**config.mk**
```make
export PLATFORM = sky130hd
export DESIGN_NAME = rf_wb_arbiter
export DESIGN_NICKNAME = d
export VERILOG_FILES = /design/src/rtl/rf_wb_arbiter.sv
export SDC_FILE = /design/constraint.sdc
export NUM_CORES = 1
export LEC_CHECK = 0
export ABC_CLOCK_PERIOD_IN_PS = 2800
export CAP_MARGIN = 20
export CELL_PAD_IN_SITES_DETAIL_PLACEMENT = 1
export CELL_PAD_IN_SITES_GLOBAL_PLACEMENT = 2
export CORE_AREA = 5 5 134 136
export DETAILED_ROUTE_END_ITERATION = 12
export DIE_AREA = 0 0 139 141
export PLACE_DENSITY_LB_ADDON = 0.1
export SYNTH_ARGS = -nofsm -noshare
export SYNTH_HDL_FRONTEND = slang
export SYNTH_SLANG_ARGS = --single-unit
```
**constraint.sdc**
```tcl
create_clock -name clk -period 2.8 [get_ports clk]
set_input_delay 0.42 -clock clk [delete_from_list [all_inputs] [get_ports clk]]
set_output_delay 0.42 -clock clk [all_outputs]
set_load 0.05 [all_outputs]
```
**src/rtl/rf_wb_arbiter.sv**
```systemverilog
// Write-back controller: round-robin arbitration of ALU/LSU onto the single register-file
// write port, one registered write stage, and a per-register pending-write scoreboard.
module rf_wb_arbiter #(
    parameter int unsigned DW = 32,
    parameter int unsigned AW = 5
) (
    input  logic          clk,
    input  logic          rst_n,
    input  logic          hold,
    input  logic          a_valid,
    output logic          a_ready,
    input  logic [AW-1:0] a_addr,
    input  logic [DW-1:0] a_data,
    input  logic          b_valid,
    output logic          b_ready,
    input  logic [AW-1:0] b_addr,
    input  logic [DW-1:0] b_data,
    input  logic          rsv_valid,
    input  logic [AW-1:0] rsv_addr,
    input  logic [AW-1:0] rs1_addr,
    input  logic [AW-1:0] rs2_addr,
    output logic          rs1_busy,
    output logic          rs2_busy,
    output logic          rf_we,
    output logic [31:0]   rf_waddr,
    output logic [DW-1:0] rf_wdata,
    output logic          sb_err
);

    localparam int unsigned NReg = 1 << AW;

    logic            r_last;
    logic            r_we;
    logic [AW-1:0]   r_waddr;
    logic [DW-1:0]   r_wdata;
    logic [NReg-1:0] r_busy;
    logic            r_sb_err;

    logic            w_grant_a;
    logic            w_grant_b;
    logic            w_xfer;
    logic [AW-1:0]   w_addr;
    logic [DW-1:0]   w_data;
    logic            w_set;
    logic            w_err;
    logic [NReg-1:0] w_busy_d;

    // r_last=1 means B was granted most recently, so A wins a tie.
    always_comb begin
        w_grant_a = 1'b0;
        w_grant_b = 1'b0;
        if (rst_n && !hold) begin
            w_grant_a = a_valid && (!b_valid || r_last);
            w_grant_b = b_valid && (!a_valid || !r_last);
        end
        w_xfer = w_grant_a || w_grant_b;
        w_addr = w_grant_a ? a_addr : b_addr;
        w_data = w_grant_a ? a_data : b_data;
    end

    assign a_ready = w_grant_a;
    assign b_ready = w_grant_b;

    always_comb begin
        w_set    = rsv_valid && (rsv_addr != '0);
        w_err    = w_set && r_busy[rsv_addr] && !(r_we && (r_waddr == rsv_addr));
        w_busy_d = r_busy;
        if (r_we) begin
            w_busy_d[r_waddr] = 1'b0;
        end
        // Set after clear so a same-edge reservation wins.
        if (w_set) begin
            w_busy_d[rsv_addr] = 1'b1;
        end
        w_busy_d[0] = 1'b0;
    end

    always_ff @(posedge clk or negedge rst_n) begin
        if (!rst_n) begin
            r_last   <= 1'b1;
            r_we     <= 1'b0;
            r_waddr  <= '0;
            r_wdata  <= '0;
            r_busy   <= '0;
            r_sb_err <= 1'b0;
        end else begin
            if (w_xfer) begin
                r_last <= w_grant_b;
            end
            r_we <= w_xfer && (w_addr != '0);
            if (w_xfer && (w_addr != '0)) begin
                r_waddr <= w_addr;
                r_wdata <= w_data;
            end
            r_busy   <= w_busy_d;
            r_sb_err <= r_sb_err | w_err;
        end
    end

    assign rs1_busy = (rs1_addr != '0) && r_busy[rs1_addr];
    assign rs2_busy = (rs2_addr != '0) && r_busy[rs2_addr];
    assign rf_we    = r_we;
    assign rf_waddr = {{(32 - AW){1'b0}}, r_waddr};
    assign rf_wdata = r_wdata;
    assign sb_err   = r_sb_err;

endmodule
```
==> PnR_summary.wiki, run 1 <==
{| class="wikitable"
! Metric !! Value
|-
| Fraction of synthesized cell area taken by the top area cell type || 0.416
|-
| Initial standard-cell utilization of the core || 0.250
|-
| RSZ-0062 raised after global routing || no
|-
| Achievable Freq || 0.373 GHz
|-
| Area of the multi-input gates || 2190 µm²
|-
| Crit Path Max Fanout || 9
|-
| Post-synthesis instance area || 4210 µm²
|-
| Boundary pin count || around 170
|-
| Net count, final || 645
|-
| Register area || 1780 µm²
|-
| Hold Vio Cnt, Final || 0
|-
| Type of element launching the critical path || primary input
|-
| Skew final || 0.00402 ns
|-
| Dominant combinational cell family by area after synthesis || multiplexers
|-
| Number of clock buffers inserted by TritonCTS || 9
|-
| Critical Path AT || ~2.3 ns
|-
| Worst-skew pair later-pin latency || 0.34 ns
|-
| Initial antenna violation count || 0
|-
| Capture point of the worst reg-to-reg path || r_waddr[4]
|-
| Worst reg2reg path depth || 7
|-
| Total power divided by cell area || 788 nW/µm²
|-
| Type of destination of the critical path || output port
|-
| Synth area leader || dfrtp_1
|-
| Floorplan die area || 19,600 µm²
|-
| Measured slew at the worst slew-check pin || 0.606 ns
|-
| Width of the die || 139 µm
|-
| Setup TNS Final || 0 ns
|-
| Overall power of the completed layout || just under 0.005 W
|-
| Reg-to-reg setup timing slack || just over 0.8 ns
|-
| Primary FF master, synth || dfrtp_1
|-
| Yosys warning total || 0
|-
| Clock tree sinks || 71
|-
| Final routed wirelength across all metal layers || 14,800 µm
|-
| DRC marker count from the first detailed-route iteration || 145
|-
| Top sig layer || met4
|-
| Relative area change from synthesis to final layout || 46.3%
|-
| Vias in the first global route || around 4,000
|-
| Port Buffer Count || 137
|-
| Total core area || about 17,000 µm²
|-
| Simple-gate portion of the synthesized area || 0.106
|-
| Placed wire-length estimate || between 10,000 and 15,000 µm
|-
| Unique cell type count in the Yosys netlist || 41
|-
| H-tree depth || 3
|-
| Worst flop-to-flop path startpoint || r_last
|-
| Sequential share of the synthesized area || 0.423
|-
| Filler cell count || 1,894
|-
| DRT met1 WL || 6270 µm
|-
| Adder-cell area share of the yosys netlist || 0
|-
| Mean instance size in the synthesized netlist || around 10 µm²
|-
| Fraction of layout instances using a drive strength above 1 || 0.121
|-
| Multiplexer share of the synthesized area || 0.226
|-
| Xor and xnor area share after synthesis || 0.0104
|-
| Flip-flop and latch count after synthesis || a little over 70
|-
| Worst rel slew slack || 0.596
|-
| Library cell with the highest instance count after synthesis || o21ai_0
|-
| Overall overflow remaining after global route || 0
|-
| Leak pwr || approximately 2.6 nW
|-
| Ratio of final minimum period to clock period || 0.957
|-
| Number of remaining DRC errors || 0
|-
| Time the final worst path needs with I/O delays and setup || 2.68 ns
|-
| Setup crit start || rs2_addr[0]
|-
| Complex-gate fraction of the synthesized area || 0.153
|-
| Pin count of the biggest net entering global routing || between 40 and 50
|-
| Termination of the worst setup path || rs2_busy
|-
| Site Rows || 48
|-
| Instance count of the mapped netlist || 413
|-
| Max_cap viols || 0
|-
| Final max-slew violation count || 0
|-
| Commonest cells post-synth || o21ai_0 (93), dfrtp_1 (70), mux2i_1 (50)
|-
| Placer Congestion || 0.785
|-
| Vias per cell || 4.67
|-
| Maximum resistive drop on vdd || 0.000329 V
|-
| Antenna Violating Nets Remaining || 0
|-
| Async S/R FF share, synth || 1.00
|-
| TritonCTS clock tree || done
|-
| Total of endpoints with negative setup slack in the final report || 0
|-
| Number of enable flip-flop cells after synthesis || 0
|-
| Worst min path class || primary input to async pin
|-
| Clock input transition at the sequential cells of the worst setup and hold paths || 0.06 ns
|-
| Worst Path Required || about 2.4 ns
|-
| Vertical die dimension || 141 µm
|-
| Number of buffers between clock root and the deepest sink || 2
|-
| Diodes inserted || 0
|-
| Met2 Wirelength || roughly 7000 µm
|-
| First-pass GRT wire length || approximately 24,000 µm
|-
| DR WL/cell || 19.0 µm
|-
| Biggest area contributors in the synthesized netlist || dfrtp_1 (42%), mux2i_1 (12%), o21ai_0 (11%)
|-
| Vias || between 3,000 and 4,000
|-
| CTS Root Cell || clkbuf_16
|-
| DR pass1 iterations || 4
|-
| Result of the run || complete, no violations
|-
| Met3 routed wirelength || about 1300 µm
|-
| Global-route usage over all layers || 0.154
|-
| Start-to-end type of the worst setup path || primary input to output port
|}
-- metrics by stage --
step                      setup slack (ns)  instance area (µm²)  hold WS (ns)   util  std cells
after global placement              0.0210                 5800         0.460  0.345        764
after floorplan                      0.381                 4300         0.124      -        439
after global routing                0.0462                 6150         0.178  0.366        780
after CTS                           0.0494                 6150         0.160  0.366        780
final                                0.121                 6150         0.148  0.366        780
after detailed placement           -0.0156                 5800         0.474  0.345        764
-- power by group --
group	leakage, nW	switching [W]	internal (W)
logic	1.64	0.00110	0.000765
clock network	0.168	0.000444	0.000891
registers	0.791	0.000321	0.00133
total	2.59	0.00187	0.00298
-- routing by layer --
metal / global-route usage / up-vias
met4: 0.0438 / 0
met2: 0.245 / 117
met1: 0.188 / 1780
met3: 0.0733 / 15
met5: 0 / -
li1: - / 1730
-- sequential cells by signal (all words and copies together) (netlist names) --
register  cells
r_busy       31
rf_we         1
r_last        1
r_waddr       5
sb_err        1
rf_wdata     32
-- kinds of logic (layout without fill, tap and decap cells) --
kind of cell / count (synthesis) / in the layout
AO/OA/AOI/OAI: 118 / 118
AND/OR/NAND/NOR: 90 / 90
multiplexers: 72 / 72
flip-flops: 71 / 71
buffers and inverters: 56 / 172
XOR/XNOR: 5 / 5
other: 1 / 27
-- layout by cell type (no fill, tap or decap), types with 3 or more instances in the layout --
cell	n
buf_4	15
inv_1	3
buf_12	5
xor2_1	4
o21ai_0	93
clkdlybuf4s50_1	130
a21oi_1	5
nand3b_1	9
mux2_2	4
nand3_1	5
bufinv_16	3
conb_1	27
clkbuf_16	9
nor2b_1	3
dfrtp_1	70
or3b_2	4
o21ai_1	5
mux4_2	18
mux2i_1	50
nand2b_1	5
nand2_1	45
nor2_1	8
-- worst min path at each step --
stage                      start            to  slack [ns]  depth (start not counted)
CTS                        rst_n    r_waddr[0]        0.16                          2
detailed placement  rf_wdata[16]  rf_wdata[16]        0.47                          2
finish                     rst_n    r_waddr[0]        0.15                          2
floorplan                  rst_n    r_busy[10]        0.12                          0
global placement    rf_wdata[28]  rf_wdata[28]        0.46                          2
global route               rst_n    r_waddr[0]        0.18                          2
-- cell type report --
cell class	instances	share of cell area
timing repair buffer	153	0.251
clock inverter	6	0.0175
sequential	71	0.289
tap	225	0.0457
clock buffer	10	0.0388
multi-input combinational	312	0.357
inverter	3	0.00183
-- worst max-delay path: stages --
cell             delay (ns)
clkdlybuf4s50_1        0.51
buf_12                 0.14
mux4_2                 0.49
mux2_2                 0.27
a21oi_1                0.15
a21oi_1                0.09
buf_4                  0.19
-- timing repair --
action | 4_1_cts | 5_1_grt
buffers inserted | 0 | 0
setup endpoints to repair | 2 | 1
gates resized for setup | 2 | 2
pin swaps | 0 | 0
hold buffers | 0 | 0
(Power assumes the default switching activity.)
==> run 2, diff against run 1 <==
--- a/config.mk
+++ b/config.mk
@@ -17,2 +17,3 @@
 export SYNTH_HDL_FRONTEND = slang
 export SYNTH_SLANG_ARGS = --single-unit
+export TNS_END_PERCENT = 1
==> constraint.sdc (replaced) <==
create_clock -name clk -period 2.8 [get_ports clk]
set_input_delay 0.42 -clock clk [delete_from_list [all_inputs] [get_ports clk]]
set_output_delay 0.42 -clock clk [all_outputs]
set_load 0.1 [all_outputs]
==> PnR_summary.wiki, run 2 (synthesis gave the netlist of run 1 again) <==
{| class="wikitable"
! Metric !! Value
|-
| Inst Count DP || 763 (-0.13%)
|-
| Most common cell after layout, fill and taps aside || o21ai_0
|-
| Start-to-end type of the worst setup path || primary input to output port
|-
| Switching pwr || 0.00253 W (+36%)
|-
| Relative area change from synthesis to final layout || 42.8%
|-
| Pint || 0.00273 W (-8.3%)
|-
| Final setup slack of the worst path || 0.104 ns (-0.0167 ns)
|-
| Fin cells || 778 (-0.26%)
|-
| Time the final worst path needs with I/O delays and setup || 2.70 ns (+0.0167 ns)
|-
| Total core area || 16,800 µm² (unchanged)
|-
| Max FFs per register || 32 (unchanged)
|-
| Fraction of layout instances using a drive strength above 1 || 0.186 (+0.0655)
|-
| Measured slew at the worst slew-check pin || 0.568 ns (-0.0384 ns)
|-
| Skew final || 0.00531 ns (+0.00129 ns)
|-
| Initial standard-cell utilization of the core || 0.250 (unchanged)
|-
| Vias per cell || 4.69 (+0.53%)
|-
| Global-route usage over all layers || 0.157 (+0.00223)
|-
| Site Rows || 48 (unchanged)
|-
| Clock tree sinks || 71 (unchanged)
|-
| Worst-skew pair later-pin latency || 0.34 ns (about the same)
|-
| Portion of total power attributed to sequential cells || 0.318 (-0.022)
|-
| Leak pwr || 2.63 nW (+1.3%)
|-
| Commonest non-fill, non-tap cells in the layout || o21ai_0 (93), clkdlybuf4s50_1 (90), dfrtp_1 (70)
|-
| Worst rel slew slack || 0.620 (+0.0244)
|-
| DR WL/cell || 19.3 µm (+1.9%)
|-
| Switching Share || 0.481 (+0.0956)
|-
| Overall overflow remaining after global route || 0 (unchanged)
|-
| DR pass1 iterations || 4 (unchanged)
|-
| Portion of total power attributed to the clock network || 0.215 (-0.060)
|-
| Type of element launching the critical path || primary input
|-
| Vertical die dimension || 141 µm (unchanged)
|-
| Crit Path Max Fanout || 9 (unchanged)
|-
| Type of destination of the critical path || output port
|-
| Vias || 3,652 (+0.27%)
|-
| Clock input transition at the sequential cells of the worst setup and hold paths || 0.06 ns (about the same)
|-
| Vias in the first global route || 4,041 (-0.42%)
|-
| Number of remaining DRC errors || 0 (unchanged)
|-
| Worst Path Required || 2.38 ns (about the same)
|-
| Boundary pin count || 165 (unchanged)
|-
| Combinational cell fraction of total power || 0.467 (+0.082)
|-
| Placer Congestion || 0.813 (+3.6%)
|-
| Total of endpoints with negative setup slack in the final report || 0 (unchanged)
|-
| Worst min path class || primary input to async pin
|-
| First-pass GRT wire length || 23,800 µm (+0.67%)
|-
| Achievable Freq || 0.371 GHz (-0.62%)
|-
| Smallest hold slack || 0.160 ns (+0.0116 ns)
|-
| Number of buffers between clock root and the deepest sink || 2 (unchanged)
|-
| Floorplan die area || 19,600 µm² (unchanged)
|-
| Critical Path AT || 2.28 ns (+0.02 ns)
|-
| Final max-slew violation count || 0 (unchanged)
|-
| CTS Root Cell || clkbuf_16
|-
| RSZ-0062 raised after global routing || no
|-
| Post-Place Worst Slack || -0.0263 ns (-0.0107 ns)
|-
| Net count, final || 644 (-0.16%)
|-
| Width of the die || 139 µm (unchanged)
|-
| Placed wire-length estimate || 11,700 µm (+1.3%)
|-
| TritonCTS clock tree || done
|-
| Initial antenna violation count || 1 (+1)
|-
| Diodes inserted || 0 (unchanged)
|-
| Ratio of final minimum period to clock period || 0.963 (+0.00597)
|-
| Hold Vio Cnt, Final || 0 (unchanged)
|-
| Post-Place Cell Area || 5730 µm² (-1.3%)
|-
| Maximum resistive drop on vdd || 0.000434 V (+32%)
|-
| Port Buffer Count || 137 (unchanged)
|-
| Max_cap viols || 0 (unchanged)
|-
| DRC marker count from the first detailed-route iteration || 145 (unchanged)
|-
| Total power divided by cell area || 877 nW/µm² (+11%)
|-
| Number of clock buffers inserted by TritonCTS || 9 (unchanged)
|-
| Result of the run || complete, no violations
|-
| Antenna Violating Nets Remaining || 0 (unchanged)
|-
| Pin count of the biggest net entering global routing || 43 (-6.5%)
|-
| H-tree depth || 3 (unchanged)
|-
| Final Core Density || 0.357 (-0.00885)
|-
| Post-route design area || 6010 µm² (-2.4%)
|-
| Final routed wirelength across all metal layers || 15,100 µm (+1.6%)
|}
-- run 2: cell count changes in the layout (fill, tap and decap cells not counted), sizes merged --
cell | previous run | this run
clkdlybuf4s50 | 130 | 90
clkinv | 2 | 4
bufinv | 3 | 1
dlymetal6s2s | 0 | 1
clkinvlp | 1 | 0
buf | 21 | 59
-- run 2: critical path: stages --
cell             delay, ns
clkdlybuf4s50_1       0.51
buf_12                0.14
mux4_2                0.49
mux2_2                0.27
a21oi_1               0.14
a21oi_1               0.12
buf_12                0.18
-- run 2: layout make-up --
cell class	instances	area, µm²
Fill cell	1912	10800
Multi-Input combinational cell	312	2190
Sequential cell	71	1780
Timing Repair Buffer	152	1460
Tap cell	225	282
Clock buffer	10	229
Clock inverter	5	50.0
Inverter	3	11.3
-- run 2: per-layer routing --
metal / GRT usage / vias to the layer above / wire length [µm]
met1: 0.191 / 1784 / 6380
met3: 0.0665 / 17 / 1350
li1: - / 1722 / -
met2: 0.246 / 127 / 7050
met4: 0.0602 / 2 / 260
met5: 0 / - / 7
-- run 2: power by group through the flow --
stage          combinational (W)  clock (W)  sequential [W]
4_1_cts                  0.00249    0.00117         0.00168
3_3_place_gp             0.00245          0         0.00169
3_5_place_dp             0.00248          0         0.00169
2_1_floorplan           0.000914          0         0.00251
6_report                 0.00246    0.00113         0.00167
5_1_grt                  0.00260    0.00121         0.00172
-- run 2: worst paths after layout --
path                         startpoint            to  slack [ns]  cells past startpoint
setup / recovery            rs2_addr[0]      rs2_busy        0.10                      7
hold / removal                    rst_n    r_busy[13]        0.16                      2
setup reg to reg                 r_last    r_waddr[3]        1.07                      6
hold reg to reg            rf_wdata[11]  rf_wdata[11]        0.48                      2
max in group asynchronous         rst_n  rf_wdata[13]        1.72                      3
min in group clk           rf_wdata[11]  rf_wdata[11]        0.48                      2
-- run 2: what timing repair did --
action / CTS / global route
gates cloned: 0 / 0
gates resized for setup: 2 / 1
hold buffers: 0 / 0
setup buffers: 0 / 0
endpoints found under the setup margin: 2 / 1
-- run 2: metrics by stage --
| stage | power [W] | TNS [ns] |
|---|---|---|
| 4_1_cts | 0.00533 | 0 |
| 3_3_place_gp | 0.00414 | 0 |
| 2_1_floorplan | 0.00342 | -0.320 |
| 3_5_place_dp | 0.00417 | -0.0348 |
| 5_1_grt | 0.00553 | 0 |
| 6_report | 0.00526 | 0 |
==> run 3, diff against run 2 <==
CORE_AREA = 5 5 131 133   (was 5 5 134 136)
CTS_BUF_LIST = sky130_fd_sc_hd__clkbuf_2 sky130_fd_sc_hd__clkbuf_4 sky130_fd_sc_hd__clkbuf_8   (was not set)
DIE_AREA = 0 0 136 138   (was 0 0 139 141)
HOLD_SLACK_MARGIN = 0.02   (was not set)
==> PnR_summary.wiki, run 3 (synthesis gave the netlist of run 1 again) <==
{| class="wikitable"
! Metric !! Value
|-
| Fraction of layout instances using a drive strength above 1 || 0.188 (+0.00181)
|-
| Reg-to-reg setup timing slack || 1.08 ns (about the same)
|-
| Maximum resistive drop on vdd || 0.000440 V (+1.3%)
|-
| Number of clock buffers inserted by TritonCTS || 9 (unchanged)
|-
| Start-to-end type of the worst setup path || primary input to output port
|-
| Clock tree sinks || 71 (unchanged)
|-
| Result of the run || complete, no violations
|-
| Global-route usage over all layers || 0.161 (+0.00430)
|-
| Placer Congestion || 0.776 (-4.5%)
|-
| Port Buffer Count || 137 (unchanged)
|-
| Cells along the critical path || clkdlybuf4s50_1 -> buf_4 -> mux4_2 -> mux2_2 -> a21oi_1 -> a21oi_1 -> buf_12
|-
| DR WL/cell || 19.1 µm (-1.4%)
|-
| Initial antenna violation count || 2 (+1)
|-
| Leak pwr || 2.57 nW (-2.1%)
|-
| Number of remaining DRC errors || 0 (unchanged)
|-
| Worst min path class || primary input to async pin
|-
| Hold Vio Cnt, Final || 0 (unchanged)
|-
| Max FFs per register || 32 (unchanged)
|-
| Achievable Freq || 0.366 GHz (-1.3%)
|-
| Vias || 3,630 (-0.60%)
|-
| Clock input transition at the sequential cells of the worst setup and hold paths || 0.08 ns (+0.02 ns)
|-
| Floorplan die area || 18,800 µm² (-4.2%)
|-
| Worst rel slew slack || 0.375 (-0.246)
|-
| Ratio of final minimum period to clock period || 0.975 (+0.0122)
|-
| Diodes inserted || 0 (unchanged)
|-
| Hold buffer count at cts || 0 (unchanged)
|-
| Vias per cell || 4.72 (+0.56%)
|-
| Net count, final || 643 (-0.16%)
|-
| Measured slew at the worst slew-check pin || 0.938 ns (+0.370 ns)
|-
| TritonCTS clock tree || done
|-
| Crit Path Max Fanout || 9 (unchanged)
|-
| Overall overflow remaining after global route || 0 (unchanged)
|-
| Most common cell after layout, fill and taps aside || o21ai_0
|-
| Boundary pin count || 165 (unchanged)
|-
| Skew final || 0.00619 ns (+0.000884 ns)
|-
| Total core area || 15,700 µm² (-6.6%)
|-
| Commonest non-fill, non-tap cells in the layout || o21ai_0 (93), clkdlybuf4s50_1 (91), dfrtp_1 (70)
|-
| Placed wire-length estimate || 11,400 µm (-2.2%)
|-
| Total power divided by cell area || 859 nW/µm² (-2.0%)
|-
| Post-Place Cell Area || 5680 µm² (-0.81%)
|-
| Final max-slew violation count || 0 (unchanged)
|-
| DR pass1 iterations || 4 (unchanged)
|-
| H-tree depth || 3 (unchanged)
|-
| Type of destination of the critical path || output port
|-
| Antenna Violating Nets Remaining || 0 (unchanged)
|-
| Time the final worst path needs with I/O delays and setup || 2.73 ns (+0.0341 ns)
|-
| Critical Path AT || 2.31 ns (+0.03 ns)
|-
| Number of buffers between clock root and the deepest sink || 2 (unchanged)
|-
| Worst Path Required || 2.38 ns (about the same)
|-
| Total of endpoints with negative setup slack in the final report || 0 (unchanged)
|-
| Site Rows || 46 (-4.2%)
|-
| RSZ-0062 raised after global routing || no
|-
| Largest incremental delay on the critical path || 0.52 ns (about the same)
|-
| Inst Count DP || 753 (-1.3%)
|-
| Final routed wirelength across all metal layers || 14,700 µm (-2.5%)
|-
| Fin cells || 769 (-1.2%)
|-
| Initial standard-cell utilization of the core || 0.268 (+0.0176)
|-
| Critical Path Slowest Stage Cell || mux4_2
|-
| Width of the die || 136 µm (-2.2%)
|-
| Relative area change from synthesis to final layout || 40.5%
|-
| Post-route design area || 5910 µm² (-1.6%)
|-
| Most numerous cell on the critical path || a21oi_1
|-
| Vias in the first global route || 4,111 (+1.7%)
|-
| Max_cap viols || 0 (unchanged)
|-
| First-pass GRT wire length || 23,400 µm (-1.8%)
|-
| Worst-skew pair later-pin latency || 0.36 ns (+0.02 ns)
|-
| Pin count of the biggest net entering global routing || 72 (+67%)
|-
| DRC marker count from the first detailed-route iteration || 155 (+6.9%)
|-
| CTS Root Cell || clkbuf_8
|-
| Type of element launching the critical path || primary input
|-
| Vertical die dimension || 138 µm (-2.1%)
|}
run 3: cell types whose count changed in the layout (fill, tap and decap cells not counted), sizes merged:
| cell | before | now |
|---|---|---|
| clkinv | 4 | 1 |
| clkinvlp | 0 | 2 |
| buf | 59 | 58 |
| bufinv | 1 | 2 |
| clkbuf | 10 | 11 |
| clkdlybuf4s50 | 90 | 91 |
| dlymetal6s2s | 1 | 0 |
run 3: per-layer routing:
layer  track usage  up-vias  wire length, µm
met3        0.0780       15             1500
met2         0.259      137             7010
met1         0.193     1756             5960
met4        0.0403        4              170
li1              -     1718                -
met5             0        -               34
run 3: power breakdown:
part           internal, W  leakage, nW  switching (W)
clock network     0.000549        0.112       0.000422
logic             0.000724         1.67        0.00172
registers          0.00132        0.791       0.000336
run 3: final timing paths:
| kind | cells past startpoint | to | startpoint |
|---|---|---|---|
| worst max-delay path | 7 | rs2_busy | rs2_addr[0] |
| worst min-delay path | 2 | rf_wdata[21] | rst_n |
| worst max register to register | 7 | r_waddr[4] | r_last |
| worst min register to register | 2 | rf_wdata[27] | rf_wdata[27] |
| max in group asynchronous | 2 | r_busy[3] | rst_n |
| min in group clk | 2 | rf_wdata[27] | rf_wdata[27] |
run 3: what timing repair did:
action	4_1_cts	5_1_grt
buffers inserted	0	0
resized for setup	2	0
endpoints found under the setup margin	2	0
run 3: worst max-delay path, delay by kind of cell:
family / cells / cell delay (ns)
AOI/OAI and AO/OA: 2 / 0.27
buffers and inverters: 3 / 0.82
muxes: 2 / 0.80
run 3: layout make-up:
type                    instances  area, µm²
clock buffers                  11        151
inverters                       3       11.3
flip-flops and latches         71       1780
well taps                     216        270
repair buffers                151       1420
clock inverters                 5       80.1
multi-input cells             312       2190
fillers                      1781       9800
run 3: through the flow:
stage	worst slack [ns]	hold slack, ns	setup TNS (ns)	util	total power, W
after floorplan	-0.320	0.124	-0.320	-	0.00342
after global placement	-0.0158	0.464	-0.0158	0.362	0.00412
after detailed placement	-0.0500	0.472	-0.0686	0.362	0.00415
after CTS	0.0588	0.349	0	0.376	0.00515
after global routing	0.0197	0.395	0	0.376	0.00535
final	0.0704	0.313	0	0.376	0.00508
